[config.mk]
export PLATFORM = sky130hd
export DESIGN_NAME = riscv_mem_arbiter
export DESIGN_NICKNAME = d
export VERILOG_FILES = /design/src/rtl/riscv_mem_arbiter.sv
export SDC_FILE = /design/constraint.sdc
export NUM_CORES = 1
export LEC_CHECK = 0
export BUFFER_PORTS_ARGS = -buffer_cell sky130_fd_sc_hd__buf_2
export CAP_MARGIN = 20
export CELL_PAD_IN_SITES_DETAIL_PLACEMENT = 0
export CELL_PAD_IN_SITES_GLOBAL_PLACEMENT = 2
export CORE_UTILIZATION = 10
export DETAILED_ROUTE_END_ITERATION = 8
export PLACE_DENSITY_LB_ADDON = 0.1
export SLEW_MARGIN = 30
export SYNTH_ARGS = -nofsm -noshare
export SYNTH_HDL_FRONTEND = slang
export SYNTH_SLANG_ARGS = --single-unit
[constraint.sdc]
create_clock -name clk_i -period 3.2 [get_ports clk_i]
set_clock_uncertainty 0.1 [all_clocks]
set_input_delay 0.32 -clock clk_i [delete_from_list [all_inputs] [get_ports clk_i]]
set_output_delay 0.32 -clock clk_i [all_outputs]
set_load 0.01 [all_outputs]
[src/rtl/riscv_mem_arbiter.sv]
// riscv_mem_arbiter: shares one single-ported memory between instruction fetch
// (IF) and load/store (DM). One transaction in flight at a time over a
// req/gnt/rvalid handshake. DM wins arbitration by default because the MEM
// stage holds the older instruction.
//
// Build option: define ARB_FAIRNESS_EN to add a starvation counter. IF is then
// forced to win once it has lost STARVE_LIMIT contested arbitrations in a row.
module riscv_mem_arbiter #(
    parameter int XLEN         = 32,
    parameter int STARVE_LIMIT = 4
) (
    input  logic                clk_i,
    input  logic                rst_i,
    // instruction fetch requester
    input  logic                if_req_i,
    input  logic [XLEN-1:0]     if_addr_i,
    output logic                if_gnt_o,
    output logic                if_rvalid_o,
    output logic [XLEN-1:0]     if_rdata_o,
    // load/store requester
    input  logic                dm_req_i,
    input  logic                dm_we_i,
    input  logic [XLEN/8-1:0]   dm_be_i,
    input  logic [XLEN-1:0]     dm_addr_i,
    input  logic [XLEN-1:0]     dm_wdata_i,
    output logic                dm_gnt_o,
    output logic                dm_rvalid_o,
    output logic [XLEN-1:0]     dm_rdata_o,
    // unified memory
    output logic                mem_req_o,
    output logic                mem_we_o,
    output logic [XLEN/8-1:0]   mem_be_o,
    output logic [XLEN-1:0]     mem_addr_o,
    output logic [XLEN-1:0]     mem_wdata_o,
    input  logic                mem_gnt_i,
    input  logic                mem_rvalid_i,
    input  logic [XLEN-1:0]     mem_rdata_i,
    output logic                busy_o
);

    localparam logic OWN_IF = 1'b0;
    localparam logic OWN_DM = 1'b1;

    // The starve counter is 4 bits wide, so the limit must fit.
    if (STARVE_LIMIT < 1 || STARVE_LIMIT > 15) begin : g_bad_limit
        $error("riscv_mem_arbiter: STARVE_LIMIT must be in 1..15");
    end

    typedef enum logic [1:0] {
        S_IDLE = 2'd0,
        S_REQ  = 2'd1,
        S_RSP  = 2'd2
    } state_t;

    state_t state_q, state_d;
    logic   owner_q, owner_d;
    logic   arb_any;   // someone wants the memory
    logic   arb_dm;    // DM wins if we arbitrate this cycle
    logic   arb_take;  // an arbitration decision is committed this cycle

    assign arb_any = if_req_i | dm_req_i;

`ifdef ARB_FAIRNESS_EN
    localparam logic [3:0] LIMIT4 = 4'(STARVE_LIMIT);

    logic [3:0] starve_q, starve_d;
    logic       force_if;

    assign force_if = if_req_i && (starve_q == LIMIT4);
    assign arb_dm   = dm_req_i && !force_if;

    // Count contested DM wins; any IF win resets the streak.
    always_comb begin
        starve_d = starve_q;
        if (arb_take) begin
            if (!arb_dm)
                starve_d = 4'd0;
            else if (if_req_i && starve_q != 4'hf)
                starve_d = starve_q + 4'd1;
        end
    end

    // Starve counter register.
    always_ff @(posedge clk_i or posedge rst_i) begin
        if (rst_i) starve_q <= 4'd0;
        else       starve_q <= starve_d;
    end
`else
    assign arb_dm = dm_req_i;
`endif

    // State and owner registers; reset drops any in-flight response.
    always_ff @(posedge clk_i or posedge rst_i) begin
        if (rst_i) begin
            state_q <= S_IDLE;
            owner_q <= OWN_IF;
        end else begin
            state_q <= state_d;
            owner_q <= owner_d;
        end
    end

    // Next state: arbitrate from IDLE or straight out of RSP (back-to-back).
    always_comb begin
        state_d  = state_q;
        owner_d  = owner_q;
        arb_take = 1'b0;
        case (state_q)
            S_IDLE: begin
                if (arb_any) arb_take = 1'b1;
            end
            S_REQ: begin
                if (mem_gnt_i) state_d = S_RSP;
            end
            S_RSP: begin
                if (mem_rvalid_i) begin
                    if (arb_any) arb_take = 1'b1;
                    else         state_d  = S_IDLE;
                end
            end
            default: state_d = S_IDLE;
        endcase
        if (arb_take) begin
            state_d = S_REQ;
            owner_d = arb_dm ? OWN_DM : OWN_IF;
        end
    end

    // Outputs: memory side driven only in REQ, responses routed only in RSP.
    always_comb begin
        mem_req_o   = 1'b0;
        mem_we_o    = 1'b0;
        mem_be_o    = '0;
        mem_addr_o  = '0;
        mem_wdata_o = '0;
        if_gnt_o    = 1'b0;
        dm_gnt_o    = 1'b0;
        if_rvalid_o = 1'b0;
        dm_rvalid_o = 1'b0;
        if_rdata_o  = '0;
        dm_rdata_o  = '0;
        case (state_q)
            S_REQ: begin
                mem_req_o = 1'b1;
                if (owner_q == OWN_DM) begin
                    mem_we_o    = dm_we_i;
                    mem_be_o    = dm_be_i;
                    mem_addr_o  = dm_addr_i;
                    mem_wdata_o = dm_wdata_i;
                    dm_gnt_o    = mem_gnt_i;
                end else begin
                    mem_be_o    = '1;
                    mem_addr_o  = if_addr_i;
                    if_gnt_o    = mem_gnt_i;
                end
            end
            S_RSP: begin
                // Read data goes to both sides; only the owner sees rvalid.
                if_rdata_o = mem_rdata_i;
                dm_rdata_o = mem_rdata_i;
                if (owner_q == OWN_DM) dm_rvalid_o = mem_rvalid_i;
                else                   if_rvalid_o = mem_rvalid_i;
            end
            default: ;
        endcase
    end

    assign busy_o = (state_q != S_IDLE);

endmodule

==> metrics.cfg <==
[run_status]
run_status = complete, no violations

[grt]
antenna_found_initial = 0
grt_start_max_net_pins = 50
grtUsageTotal = 0.0846
grt_pass1_wl_um = 9680
grt-ovfl-total = 0
grt_pass1_vias = 1892

[timing]
tightest_slew_ps = 522
period_share = 0.651
final-hold-violation-count = 0
final_max_slew_viol_count = 0
finalSetupTns_ps = 0
rsz0062_at_grt = no
maxSlewHeadroom = 0.651
max_freq_ghz = 0.480
finalSetupViolCount = 0
fin_crit_ps = 2080

[synth]
syn_avg_cell_area_um2 = 6.85
syn_inst = 211
syn_nets = 350
synth_top_cell_area_share = 0.222
synth-seq-cells = 3
seq_area_frac_synth = 0.0519
syn_area_um2 = 1450
synth_top_area_cell = mux2i_1
yosys_warnings = 0
synthTopCellsByArea = mux2i_1 (22%), buf_4 (19%), and3_1 (15%)
ys_types = 24

[setup_path]
worstSetupPathType = register to primary output
crit_arrival_ps = 1660
path_max_fanout = 49
end_kind = primary output
start_kind = register
required_ps = 2780

[cts]
cts_sinks = 3
cts_tree = yes
path_clk_slew_ps = 30
cts.path.max_buffers = 2
cts_buffers = 3
h-tree-depth = 1
insertion_delay_ps = 220
root_buffer = clkbuf_16

[routing]
wl_per_cell_um = 11.5
drt_iter0_drc = 57
first_pass_iters = 4
vias_per_cell = 3.57
post-route-drc-count = 0
ant_nets = 0
dr_total_vias = 2231
finalWirelength_um = 7190

[die]
fp.dieArea_um2 = 14900
io_pins = 278
core_area_um2 = 14000
initial_utilization = 0.103
die_h_um = 122
num_rows = 43
dieWidth_um = 122

[final_layout]
antenna_cells = 0
final_nets = 585
final_common_cell = buf_2
stdcell_count = 625
drive_above_1_share = 0.645
mostFrequentLayoutCells = buf_2 (277), and3_1 (35), nor2_1 (33)
area_growth_pct = 94.7

[min_path]
min_path_type = input port to register

[power_and_ir_drop]
ir_worst_vdd_mv = 0.220
powerDensity_nw_per_um2 = 697
p_leak_uw = 0.00199

[flow_run]
drv_cap = 0

[placed_design]
place_congestion = 0.689
dp_cells = 620
port_buffers = 277
dpl.hpwl_um = 6000

critical path, stage by stage (launching register included):
cell	delay, ps
dfrtp_2	640
buf_12	330
mux2i_1	220
nor2_1	60
buf_2	160
worst paths after layout:
| kind | startpoint | slack [ps] | cells after the start | end |
|---|---|---|---|---|
| worst min-delay path | mem_rvalid_i | 230 | 2 | state_q[1] |
| worst max-delay path | owner_q | 1120 | 4 | mem_addr_o[2] |
| min in group asynchronous | rst_i | 430 | 3 | state_q[1] |
| worst max register to register | state_q[0] | 1830 | 3 | state_q[1] |
| worst min register to register | state_q[1] | 450 | 1 | state_q[0] |
| max in group asynchronous | rst_i | 2420 | 3 | owner_q |
where the power goes:
group          switching, uW  internal [uW]  total, uW
logic                    919            714       1630
registers               71.4           57.4        129
clock network           35.7            165        200
total                   1030            935       1960
registers in the layout (all words and copies together) (netlist names):
signal   cells
owner_q      1
state_q      2
layer usage:
metal  global-route usage  up-vias  wire length [um]
met5                    0        -                 0
met4               0.0229        0                59
met3               0.0144        4               675
met2                0.183      149              4030
met1               0.0783      947              2430
li1                     -     1131                 -
cells by family (layout without fill, tap and decap cells):
group	after synthesis	in the layout	synth area share
buffers and inverters	58	292	0.270
flip-flops	3	3	0.0519
multiplexers	32	32	0.222
AND/OR/NAND/NOR	109	109	0.420
AO/OA/AOI/OAI	9	9	0.0364
stage by stage:
stage / cell area [um2] / total power, uW / utilization / setup WS, ps / hold WS [ps]
floorplan: 1450 / 1270 / - / 1620 / -26.4
global placement: 2730 / 1840 / 0.195 / 1320 / 98.3
detailed placement: 2730 / 1810 / 0.195 / 1250 / 101
CTS: 2810 / 2010 / 0.201 / 1010 / 251
global route: 2810 / 2170 / 0.201 / 878 / 248
finish: 2810 / 1960 / 0.201 / 1120 / 234
cells in the mapped netlist:
master and count:
buf_2 3, nor2b_1 1, a21oi_1 4, o32ai_1 1
or2_2 1, nor3_1 1, inv_1 7, nand2_1 1
dfrtp_1 3, buf_6 4, nor3b_1 1, nand2b_2 1
nor2_1 33, buf_4 37, o22ai_1 1, mux2i_1 32
clkbuf_1 6, inv_2 1, o31ai_1 1, o21ai_0 2
and2_1 32, and3_1 35, nor2b_4 1, nand2b_1 2
cell type report:
class                      count  area, um2
timing repair buffer         280       1420
multi-input combinational    150        980
inverter                       8       30.0
fill                        1635      11200
tap                          180        225
clock buffer                   4       78.8
sequential                     3       76.3
timing repair:
action                                 CTS  global route
buffers inserted                         0             0
hold buffers                             1             0
endpoints found under the hold margin    3             0
resized for setup                        0             0
Note: power is estimated with default switching activity, not from simulation.
